`config.mk`:
```
export PLATFORM = sky130hd
export DESIGN_NAME = write_stage_param
export DESIGN_NICKNAME = d
export VERILOG_FILES = /design/src/rtl/write_stage_param.sv
export SDC_FILE = /design/constraint.sdc
export NUM_CORES = 1
export LEC_CHECK = 0
export BUFFER_PORTS_ARGS = -buffer_cell sky130_fd_sc_hd__buf_2
export CAP_MARGIN = 20
export CORE_MARGIN = 5
export CORE_UTILIZATION = 49
export DETAILED_ROUTE_END_ITERATION = 7
export PLACE_DENSITY = 0.86
export SLEW_MARGIN = 20
export SYNTH_ARGS = -nofsm -noshare
export SYNTH_HDL_FRONTEND = slang
export SYNTH_SLANG_ARGS = --single-unit
```
`constraint.sdc`:
```
create_clock -name clk -period 2.5 [get_ports clk]
set_input_delay 0.25 -clock clk [delete_from_list [all_inputs] [get_ports clk]]
set_output_delay 0.25 -clock clk [all_outputs]
set_load 0.02 [all_outputs]
```
`src/rtl/write_stage_param.sv`:
```
// rtl/write_stage_param.sv - writeback stage: result select, load extend, late-load stall, registered register-file write port
// Optional same-cycle forwarding port is built only when WB_FORWARD_EN is defined.
module write_stage_param #(
  parameter int DATA_W   = 16,
  parameter int ADDR_W   = 3,
  parameter bit ZERO_REG = 1'b0
) (
  input  logic              clk,
  input  logic              reset,
  input  logic              in_valid,
  input  logic              RegWrite,
  input  logic [1:0]        RegStore,
  input  logic [1:0]        LoadSize,
  input  logic [DATA_W-1:0] IPCP2,
  input  logic [DATA_W-1:0] ALUResult,
  input  logic [DATA_W-1:0] StoreMem,
  input  logic [DATA_W-1:0] Imm,
  input  logic              mem_valid,
  input  logic [ADDR_W-1:0] rdWB,
  output logic [DATA_W-1:0] loadData,
  output logic [ADDR_W-1:0] loadAddr,
  output logic              regWriteOut,
  output logic              stall
`ifdef WB_FORWARD_EN
  ,
  output logic              fwdValid,
  output logic [ADDR_W-1:0] fwdAddr,
  output logic [DATA_W-1:0] fwdData
`endif
);

  localparam logic [1:0] SRC_MEM  = 2'd0;
  localparam logic [1:0] SRC_ALU  = 2'd1;
  localparam logic [1:0] SRC_LINK = 2'd2;
  localparam logic [1:0] SRC_IMM  = 2'd3;

  localparam logic [1:0] LS_ZEXT = 2'd1;
  localparam logic [1:0] LS_SEXT = 2'd2;

  typedef enum logic {
    IDLE     = 1'b0,
    WAIT_MEM = 1'b1
  } state_t;

  state_t r_state;
  state_t w_next_state;

  logic [ADDR_W-1:0] r_cap_rd;
  logic              r_cap_we;
  logic [1:0]        r_cap_size;

  logic              w_retire;
  logic              w_capture;
  logic [DATA_W-1:0] w_wr_data;
  logic [ADDR_W-1:0] w_wr_addr;
  logic              w_wr_en;

  // Byte loads fill the upper bits first, then overlay the low byte; LoadSize 3 behaves as full word.
  function automatic logic [DATA_W-1:0] f_extend(input logic [1:0] size,
                                                 input logic [DATA_W-1:0] d);
    logic [DATA_W-1:0] v;
    case (size)
      LS_ZEXT: begin
        v      = '0;
        v[7:0] = d[7:0];
      end
      LS_SEXT: begin
        v      = d[7] ? '1 : '0;
        v[7:0] = d[7:0];
      end
      default: v = d;
    endcase
    return v;
  endfunction

  always_comb begin
    w_next_state = r_state;
    w_retire     = 1'b0;
    w_capture    = 1'b0;
    w_wr_data    = '0;
    w_wr_addr    = '0;
    w_wr_en      = 1'b0;

    case (r_state)
      IDLE: begin
        if (in_valid) begin
          if ((RegStore != SRC_MEM) || mem_valid) begin
            w_retire  = 1'b1;
            w_wr_addr = rdWB;
            w_wr_en   = RegWrite | (RegStore == SRC_LINK);
            case (RegStore)
              SRC_ALU:  w_wr_data = ALUResult;
              SRC_LINK: w_wr_data = IPCP2;
              SRC_IMM:  w_wr_data = Imm;
              default:  w_wr_data = f_extend(LoadSize, StoreMem);
            endcase
          end else begin
            w_capture    = 1'b1;
            w_next_state = WAIT_MEM;
          end
        end
      end
      WAIT_MEM: begin
        if (mem_valid) begin
          w_retire     = 1'b1;
          w_wr_addr    = r_cap_rd;
          w_wr_en      = r_cap_we;
          w_wr_data    = f_extend(r_cap_size, StoreMem);
          w_next_state = IDLE;
        end
      end
      default: w_next_state = IDLE;
    endcase

    if (ZERO_REG && (w_wr_addr == '0)) begin
      w_wr_en = 1'b0;
    end
  end

  always_ff @(posedge clk or negedge reset) begin
    if (!reset) begin
      r_state <= IDLE;
    end else begin
      r_state <= w_next_state;
    end
  end

  always_ff @(posedge clk or negedge reset) begin
    if (!reset) begin
      r_cap_rd   <= '0;
      r_cap_we   <= 1'b0;
      r_cap_size <= 2'd0;
    end else if (w_capture) begin
      r_cap_rd   <= rdWB;
      r_cap_we   <= RegWrite;
      r_cap_size <= LoadSize;
    end
  end

  // Address and data hold between retires; only the strobe drops back to 0.
  always_ff @(posedge clk or negedge reset) begin
    if (!reset) begin
      loadData    <= '0;
      loadAddr    <= '0;
      regWriteOut <= 1'b0;
      stall       <= 1'b0;
    end else begin
      regWriteOut <= w_retire & w_wr_en;
      stall       <= (w_next_state == WAIT_MEM);
      if (w_retire) begin
        loadData <= w_wr_data;
        loadAddr <= w_wr_addr;
      end
    end
  end

`ifdef WB_FORWARD_EN
  assign fwdValid = regWriteOut;
  assign fwdAddr  = loadAddr;
  assign fwdData  = loadData;
`endif

endmodule

```
==> results.ini <==
[grt]
antenna_found_initial=0
grt_most_used_layer=met2
grt_util_met2_pct=39.4
use_met1_pct=27.5
grt_start_max_net_pins=28
met3_usage_pct=4.07
grt_pass1_wl_um=9260
grt.overflow.total=0
grt_pass1_vias=2015
grt_usage_pct=22.3

[cts]
cts_max_path_buffers=2
ctsResizeCount=0
cts.clk_slew.worst_paths_ns=0.09
clock_latency_ns=0.27
clockRootBuffer=clkbuf_8
tritoncts=done
htreeDepth=1
postCtsSetupBuffers=0
cts_buffers=3
clock-sinks=27

[worst_setup_path]
path_class=reg -> reg
worstSetupEndpointType=flip-flop
worstPathArrival_ns=1.95
worstReg2RegStart=r_cap_size[0]
required_ns=2.69
crit_path_max_incr_delay_ns=0.41
cp_max_fo=9
critPathLaunchType=flip-flop
slowest_stage=ha_1
crit_top_cell=a21oi_1
worstPathCellList=inv_1 -> ha_1 -> nand3b_1 -> a21oi_1 -> nor2_1 -> a21oi_1
r2r_setup_slack_ns=0.74
startpoint=r_cap_size[0]

[pwr]
power.total_mw=1.31
p_leak_nw=1.21
peakVddDrop_v=0.000241
pwr_density_cell_nw_per_um2=550

[sta]
fin_tns_setup_ns=0
tightest_slew_ns=0.612
fin_skew_ns=0.00245
period_share_pct=70.4
max_slew_margin_pct=59.2
fin_crit_ns=1.76
grt_setup_unrepaired=false
setup_viol=0
hold_violations=0
fmaxAchievable_ghz=0.568
maxSlewViolCount=0

[logic_synthesis]
synth_cell_types=29
synth_fp_nets=302
syn_inst=224
yosys_warnings=0
synth_top_area_share_pct=36.2
ys_seq_area_share_pct=36.2
synth.cell_area_um2=1870
syn_area_per_cell_um2=8.33
synth-seq-cells=27
synth_area_leader_cell=dfrtp_1
synth_area_leaders=dfrtp_1 36%, nand2_1 9.9%, mux2i_1 8.6%

[worst_hold_path]
min_from=rdWB[1]
hp-class=in -> reg

[final_layout]
antennaDiodeCount=0
area_delta_synth_final_pct=27.6
fin_util_pct=64.5
fin_nets=391
multi_input_area_um2=1070
layout.cells.non_filler=360
final_cell_mix=96 x buf_2, 49 x nand2_1, 27 x dfrtp_1
fillCellCount=337
seqCellArea_um2=676
final_common_cell=buf_2
drive_above_1_share_pct=37.2

[die]
core_um2=3690
rows=22
dieWidth_um=71.7
die_y_um=71.7
io_pins=97
start_util_pct=50.6
dieArea_um2=5140

[placed_design]
numPortBuffers=96
place_hpwl_um=4350
placed_cells=355
gp_congestion=0.950

[route]
drt-initial-drc-count=160
wl_um=5610
viasPerCell=5.52
drc=0
vias=1988
dr.pass1.iters=4
drtAntennaViolNets=0
routedWlPerCell_um=15.6

[job]
max_cap_viol_count=0

[run_status]
outcome=finished clean

## registers in the layout (all words and copies together) (netlist names)
signal / cells
loadData: 16
regWriteOut: 1
r_cap_we: 1
r_cap_size: 2
stall: 1
r_cap_rd: 3
loadAddr: 3
## layout make-up
| type | instances | area share [%] |
|---|---|---|
| flip-flops and latches | 27 | 28.4 |
| inverters | 5 | 0.789 |
| well taps | 48 | 2.52 |
| multi-input cells | 177 | 45.2 |
| repair buffers | 99 | 21.2 |
| clock buffers | 4 | 1.89 |
## synth_stat cells, drive strengths merged
cell / number
nand2: 49
dfrtp: 27
a21oi: 25
mux2i: 16
a31oi: 15
nor2: 15
o21ai: 11
buf: 10
nand2b: 10
and2: 8
o211ai: 8
clkbuf: 5
inv: 5
mux2: 5
a32oi: 3
nand3: 3
ha: 2
a311o: 1
and2b: 1
nand3b: 1
nor3: 1
o21ba: 1
o22a: 1
o22ai: 1
## metal layers
| layer | vias up | part of all wire [%] |
|---|---|---|
| met3 | 10 | 8.3 |
| met5 | - | 0 |
| met2 | 105 | 50 |
| met1 | 913 | 40 |
| li1 | 960 | - |
| met4 | 0 | 2.0 |
## worst paths after layout
path | to | cells past startpoint
hold / removal | loadAddr[1] | 3
hold reg to reg | loadAddr[1] | 2
setup reg to reg | loadData[15] | 6
setup / recovery | loadData[15] | 6
max in group asynchronous | loadData[13] | 2
min in group asynchronous | loadData[2] | 2
## per-stage QoR
step,hold slack [ns],setup slack (ns),cell area [µm²]
floorplan,-0.0456,1.00,1870
global placement,0.295,0.780,2320
detailed placement,0.288,0.724,2320
CTS,0.212,0.753,2380
global route,0.228,0.568,2380
finish,0.217,0.739,2380
## cell families after synthesis
| group | after synthesis | share of synthesized area, % |
|---|---|---|
| adder cells (fa/ha/maj) | 2 | 1.34 |
| AND/OR/NAND/NOR | 88 | 21.3 |
| buffers and inverters | 20 | 6.17 |
| multiplexers | 21 | 11.6 |
| flip-flops | 27 | 36.2 |
| AO/OA/AOI/OAI | 66 | 23.3 |
## worst max-delay path: cells and delay by family, from the launching register on
kind	cells	cell delay, ns
buffers and inverters	1	0.05
flip-flops	1	0.35
AO/OA/AOI/OAI	2	0.41
adder cells (fa/ha/maj)	1	0.41
AND/OR/NAND/NOR	2	0.47
## timing repair
action / in CTS / in global routing
hold buffers: 1 / 0
setup endpoints to repair: 0 / 0
hold endpoints to repair: 27 / 0
## where the power goes
part	internal, mW	total (mW)	switching, mW
combinational	0.200	0.503	0.303
clock	0.114	0.249	0.135
sequential	0.515	0.557	0.0415
No activity file was read; power rests on OpenSTA's default activity.
